--- config.mk ---
export PLATFORM = sky130hd
export DESIGN_NAME = float_to_pixel
export DESIGN_NICKNAME = d
export VERILOG_FILES = /design/src/rtl/float_to_pixel.sv
export SDC_FILE = /design/constraint.sdc
export NUM_CORES = 1
export LEC_CHECK = 0
export CORE_MARGIN = 4
export CORE_UTILIZATION = 58
export DETAILED_ROUTE_END_ITERATION = 7
export PLACE_DENSITY = 0.83
export SETUP_SLACK_MARGIN = 0.3
export SLEW_MARGIN = 40
export SYNTH_ARGS = -nofsm -noshare
export SYNTH_HDL_FRONTEND = slang
export SYNTH_SLANG_ARGS = --single-unit
--- constraint.sdc ---
create_clock -name clk -period 4.1 [get_ports clk]
set_input_delay 0.615 -clock clk [delete_from_list [all_inputs] [get_ports clk]]
set_output_delay 0.615 -clock clk [all_outputs]
set_load 0.005 [all_outputs]
--- src/rtl/float_to_pixel.sv ---
// Sequential IEEE-754 single to saturated unsigned integer / 8-bit pixel converter.
// Optional build macro ROUND_NEAREST_EN selects round-half-to-even; otherwise truncates.
module float_to_pixel (
  input  logic        clk,
  input  logic        rst,
  input  logic        in_valid,
  output logic        in_ready,
  input  logic [31:0] in_float,
  output logic        out_valid,
  input  logic        out_ready,
  output logic [31:0] out_int,
  output logic [7:0]  out_pixel,
  output logic [3:0]  out_flags
);

  localparam int unsigned DW = 32;
  localparam int unsigned CW = 5;
  localparam int unsigned FW = 4;
  localparam int unsigned EW = 8;
  localparam int unsigned MW = 23;

  localparam int unsigned FLAG_NAN   = 3;
  localparam int unsigned FLAG_OVF   = 2;
  localparam int unsigned FLAG_NEG   = 1;
  localparam int unsigned FLAG_CLAMP = 0;

  // Exponent field values: 150 means e=23 (no shift), 159 means e=32, 125 means e=-2.
  localparam logic [EW-1:0] EXP_UNITY = EW'(150);
  localparam logic [EW-1:0] EXP_OVF   = EW'(159);
  localparam logic [EW-1:0] EXP_SMALL = EW'(125);
  localparam logic [EW-1:0] EXP_INF   = '1;
  localparam logic [DW-1:0] PIX_MAX   = DW'(255);

  typedef enum logic [1:0] {
    IDLE  = 2'd0,
    SHIFT = 2'd1,
    ROUND = 2'd2,
    DONE  = 2'd3
  } state_t;

  state_t        state_q, state_d;
  logic [CW-1:0] cnt_q, cnt_d;
  logic [DW-1:0] mant_q, mant_d;
  logic          guard_q, guard_d;
  logic          sticky_q, sticky_d;
  logic          left_q, left_d;
  logic [DW-1:0] fin_q, fin_d;
  logic          pend_q, pend_d;
  logic          in_ready_q, in_ready_d;
  logic          out_valid_q, out_valid_d;
  logic [DW-1:0] out_int_q, out_int_d;
  logic [FW-1:0] out_flags_q, out_flags_d;

  logic          sgn;
  logic [EW-1:0] exp_f;
  logic [MW-1:0] frac;
  logic          is_nan, is_neg, is_ovf, is_small, is_special;
  logic [DW-1:0] spec_int;
  logic [FW-1:0] spec_flags;
  logic [DW-1:0] round_val;

  assign sgn   = fin_q[DW-1];
  assign exp_f = fin_q[DW-2:MW];
  assign frac  = fin_q[MW-1:0];

  // Classify the captured float; nan beats negative beats overflow.
  always_comb begin
    is_nan     = (exp_f == EXP_INF) && (frac != '0);
    is_neg     = !is_nan && sgn && ((exp_f != '0) || (frac != '0));
    is_ovf     = !is_nan && !is_neg && ((exp_f == EXP_INF) || (exp_f >= EXP_OVF));
    is_small   = (exp_f <= EXP_SMALL);
    is_special = is_nan || is_neg || is_ovf || is_small || sgn;
    spec_int   = is_ovf ? '1 : '0;
    spec_flags = '0;
    spec_flags[FLAG_NAN]   = is_nan;
    spec_flags[FLAG_OVF]   = is_ovf;
    spec_flags[FLAG_NEG]   = is_neg;
    spec_flags[FLAG_CLAMP] = is_ovf;
  end

  // Rounding applied in ROUND using the accumulated guard/sticky bits.
`ifdef ROUND_NEAREST_EN
  logic round_up;
  always_comb begin
    round_up  = guard_q && (sticky_q || mant_q[0]);
    round_val = mant_q + DW'(round_up);
  end
`else
  always_comb begin
    round_val = mant_q;
  end
`endif

  always_comb begin
    state_d     = state_q;
    cnt_d       = cnt_q;
    mant_d      = mant_q;
    guard_d     = guard_q;
    sticky_d    = sticky_q;
    left_d      = left_q;
    fin_d       = fin_q;
    pend_d      = pend_q;
    out_int_d   = out_int_q;
    out_flags_d = out_flags_q;

    case (state_q)
      IDLE: begin
        // A captured float is decoded the cycle after it is accepted.
        if (pend_q) begin
          pend_d = 1'b0;
          if (is_special) begin
            out_int_d   = spec_int;
            out_flags_d = spec_flags;
            state_d     = DONE;
          end else begin
            mant_d   = DW'({1'b1, frac});
            guard_d  = 1'b0;
            sticky_d = 1'b0;
            left_d   = (exp_f > EXP_UNITY);
            cnt_d    = (exp_f > EXP_UNITY) ? CW'(exp_f - EXP_UNITY) : CW'(EXP_UNITY - exp_f);
            state_d  = (exp_f == EXP_UNITY) ? ROUND : SHIFT;
          end
        end else if (in_valid && in_ready_q) begin
          fin_d  = in_float;
          pend_d = 1'b1;
        end
      end
      SHIFT: begin
        if (left_q) begin
          mant_d = mant_q << 1;
        end else begin
          mant_d   = mant_q >> 1;
          guard_d  = mant_q[0];
          sticky_d = sticky_q | guard_q;
        end
        cnt_d = cnt_q - CW'(1);
        if (cnt_q == CW'(1)) begin
          state_d = ROUND;
        end
      end
      ROUND: begin
        out_int_d               = round_val;
        out_flags_d             = '0;
        out_flags_d[FLAG_CLAMP] = (round_val > PIX_MAX);
        state_d                 = DONE;
      end
      DONE: begin
        if (out_ready) begin
          state_d = IDLE;
        end
      end
      default: begin
        state_d = IDLE;
      end
    endcase

    in_ready_d  = (state_d == IDLE) && !pend_d;
    out_valid_d = (state_d == DONE);
  end

  always_ff @(posedge clk) begin
    if (rst) begin
      state_q     <= IDLE;
      cnt_q       <= '0;
      mant_q      <= '0;
      guard_q     <= 1'b0;
      sticky_q    <= 1'b0;
      left_q      <= 1'b0;
      fin_q       <= '0;
      pend_q      <= 1'b0;
      in_ready_q  <= 1'b0;
      out_valid_q <= 1'b0;
      out_int_q   <= '0;
      out_flags_q <= '0;
    end else begin
      state_q     <= state_d;
      cnt_q       <= cnt_d;
      mant_q      <= mant_d;
      guard_q     <= guard_d;
      sticky_q    <= sticky_d;
      left_q      <= left_d;
      fin_q       <= fin_d;
      pend_q      <= pend_d;
      in_ready_q  <= in_ready_d;
      out_valid_q <= out_valid_d;
      out_int_q   <= out_int_d;
      out_flags_q <= out_flags_d;
    end
  end

  assign in_ready  = in_ready_q;
  assign out_valid = out_valid_q;
  assign out_int   = out_int_q;
  assign out_flags = out_flags_q;
  assign out_pixel = (out_int_q > PIX_MAX) ? 8'hFF : out_int_q[7:0];

endmodule

==> summary.md <==
| Metric | Value |
|---|---|
| First-pass GRT wire length | 21000 um |
| Reg2reg setup slack | roughly 1.4 ns |
| Antenna-violating nets left | 0 |
| Post-Synthesis Cells | slightly below 600 |
| Bufs and invs on worst path | 1 |
| Final-report hold violation count | 0 |
| Worst setup SP type | flop |
| Worst Hold Launch | out_flags[2] |
| Die Area | around 10000 um^2 |
| Initial antenna violation count | 0 |
| Fmax | 0.334 GHz |
| Site Rows | 33 |
| Root Buffer | clkbuf_8 |
| P per Cell Area | roughly 440 nW/um^2 |
| PortBufs | around 80 |
| Most area-consuming cells after synthesis | dfxtp_1 (44%), nand2_1 (8.7%), a21oi_1 (6.7%) |
| Post-cts repair resize count | 0 |
| WL/cell | around 17 um |
| Max Root-Sink Buffers | 2 |
| Residual DRC | 0 |
| CTS tree | built |
| RSZ-0062 raised after global routing | no |
| CTS sink count | ~110 |
| Dpl cells | a little over 700 |
| Mapped Nets | ~630 |
| Relative slew slack | 47.0% |
| Worst Hold Endpoint | out_flags[2] |
| Number of synthesized flops with an enable pin | 0 |
| Worst Hold Depth | 1 |
| Iter 0 DRT Violations | approximately 410 |
| Static Leak | 0.00202 uW |
| Synth warn | 0 |
| Area growth syn-to-layout | 18.9% |
| # H-tree levels | 3 |
| Setup bufs post-CTS | 0 |
| WS Path Type | reg2out |
| DR vias | 4699 |
| Die Height | 102 um |
| Minimum clock period | ~3.0 ns |
| Main synth FF type | dfxtp_1 |
| CTS Buf Count | 9 |
| #FFs+latches synth | 111 |
| Vias in the first global route | around 4100 |
| Hpwl dp | ~9000 um |
| GP Congestion | roughly 0.85 |
| Initial Util | between 60% and 70% |
| Slew @ Worst Pin | just under 0.8 ns |
| Core Region | between 8000 and 9000 um^2 |
| Nets@finish | around 680 |
| Non-Filler Instances | ~740 |
| Fin util | between 70 and 80% |
| Max cap viols | 0 |
| CP required | around 3.5 ns |
| Antenna diode count | 0 |
| Vias per cell | between 6 and 7 |
| Worst min path class | reg2reg |
| CP endpoint kind | primary output |
| Tcrit/Tclk final | approximately 73% |
| Clk_skew | 0.0160 ns |
| Chip Width | a little over 100 um |
| Area post-placement | roughly 5900 um^2 |
| Clk_lat worst skew | around 0.38 ns |
| Synthesized area | about 5100 um^2 |
| Worst R2R Start | fin_q[24] |
| Final worst setup slack | about 1.1 ns |
| Post-synth top area share | 43.6% |
| Seq/Total Area, Yosys | 43.6% |
| Syn Area/Cell | 8.75 um^2 |
| Pre-antenna DRT Iters | 5 |
| Largest area contributor in the netlist | dfxtp_1 |
| R2R Path End | mant_q[0] |
| CP Cell Sequence | nor4_1 -> nand4_1 -> or3_1 -> clkdlybuf4s50_1 |
| Final instance area | slightly above 6000 um^2 |
| Final setup viols | 0 |
| CP arrival | about 2.4 ns |
| I/O Pins | just over 80 |
| Setup WS pre-CTS | between 1 and 1.5 ns |
| Status | completed |
| GR Util All Layers | between 20% and 30% |
| Commonest cells after routing, fill and taps aside | nand2_1 (118), dfxtp_1 (111), clkdlybuf4s50_1 (80), a21oi_1 (68), mux2i_1 (34) |
| FF-to-FF path depth | 8 |
| Crit path largest cell delay | 0.46 ns |
| Synth cell types | between 50 and 60 |
| Layout cells sized above 1 | about 6.7% |
| Setup TNS | 0 ns |
| WL final | roughly 13000 um |
| GR Overflow Total | 0 |
| Most common cell after layout, fill and taps aside | nand2_1 |
| Crit path max fanout | 8 |
| Max Slew Vio Count | 0 |
| Largest net degree at the start of global routing | 76 |
| Hold_buf cts | 0 |
| Peak VDD IR | ~0.23 mV |
| Async SR Flop Fraction | 0% |
| Max stage delay cell, worst path | nor4_1 |
| CP top delay family | simple AND/OR/NAND/NOR gates |
| Clock-pin slew on the worst setup and hold paths | approximately 0.11 ns |
synth_stat cells, drive strengths merged, types with 2 or more instances:
cell,instances
nand2,118
a21oi,69
or3,9
ha,8
and3,4
o211ai,22
nand4,5
a32oi,2
o31ai,2
nor2,28
mux2i,34
o22ai,3
a211oi,6
nand2b,3
inv,9
xnor2,2
a21o,3
clkbuf,31
nor2b,6
buf,16
nor3,7
a221oi,2
dfxtp,111
a221o,32
a31oi,4
nand3,5
a41oi,2
nor4,18
nor4b,2
o21ai,4
final cells by class:
cell class	count	area, um^2
multi-input combinational	416	2620
fill	645	2320
sequential	111	2220
timing repair buffer	86	843
tap	105	131
clock buffer	9	124
clock inverter	7	83.8
inverter	9	33.8
power breakdown:
group          switching [uW]  leakage (uW)  internal [uW]
registers                 132      0.000898           1170
clock network             392     0.0000986            290
logic                     416       0.00102            271
total                     940       0.00202           1730
how the worst max path moves through the flow:
stage / startpoint / end / slack (ns) / depth (start not counted)
6_report: out_int[25] / out_pixel[3] / 1.11 / 4
5_1_grt: out_int[25] / out_pixel[3] / 0.93 / 4
4_1_cts: out_int[25] / out_pixel[3] / 1.08 / 4
3_5_place_dp: fin_q[24] / mant_q[0] / 1.47 / 8
3_3_place_gp: fin_q[23] / out_int[1] / 1.38 / 7
2_1_floorplan: fin_q[24] / out_int[23] / 1.81 / 9
per-layer routing:
layer | wire (um) | track usage [%]
met1 | 5900 | 37.8
met2 | 5720 | 37.0
met3 | 1100 | 4.68
met4 | 228 | 8.49
met5 | 0 | 0
sequential cells by signal, summed over array words and instances, names as in the netlist:
register and flops:
out_int 32, fin_q 32, in_ready 1, cnt_q 5, out_flags 4, state_q 2, left_q 1, pend_q 1
out_valid 1, mant_q 32
kinds of logic (layout without fill, tap and decap cells):
family | Yosys count | after routing | synth area share (%)
xor+xnor | 2 | 2 | 0.344
simple gates | 211 | 211 | 19.1
fa+ha+maj | 8 | 8 | 1.96
compound gates | 160 | 160 | 22.7
buf+inv | 56 | 111 | 5.35
mux | 35 | 35 | 6.89
flops | 111 | 111 | 43.6
stage by stage:
| stage | hold slack, ns | total power, uW |
|---|---|---|
| finish | 0.475 | 2670 |
| floorplan | 0.449 | 1780 |
| CTS | 0.480 | 2660 |
| global placement | 0.457 | 1980 |
| global route | 0.502 | 2810 |
| detailed placement | 0.456 | 2000 |
worst reg2reg max path, stage by stage (launching register included):
cell,delay (ns)
dfxtp_1,0.49
inv_1,0.13
ha_1,0.20
or4b_4,0.53
o32ai_4,0.23
a41oi_2,0.35
buf_4,0.34
a211oi_1,0.23
nor3_1,0.07
(Power assumes the default switching activity.)
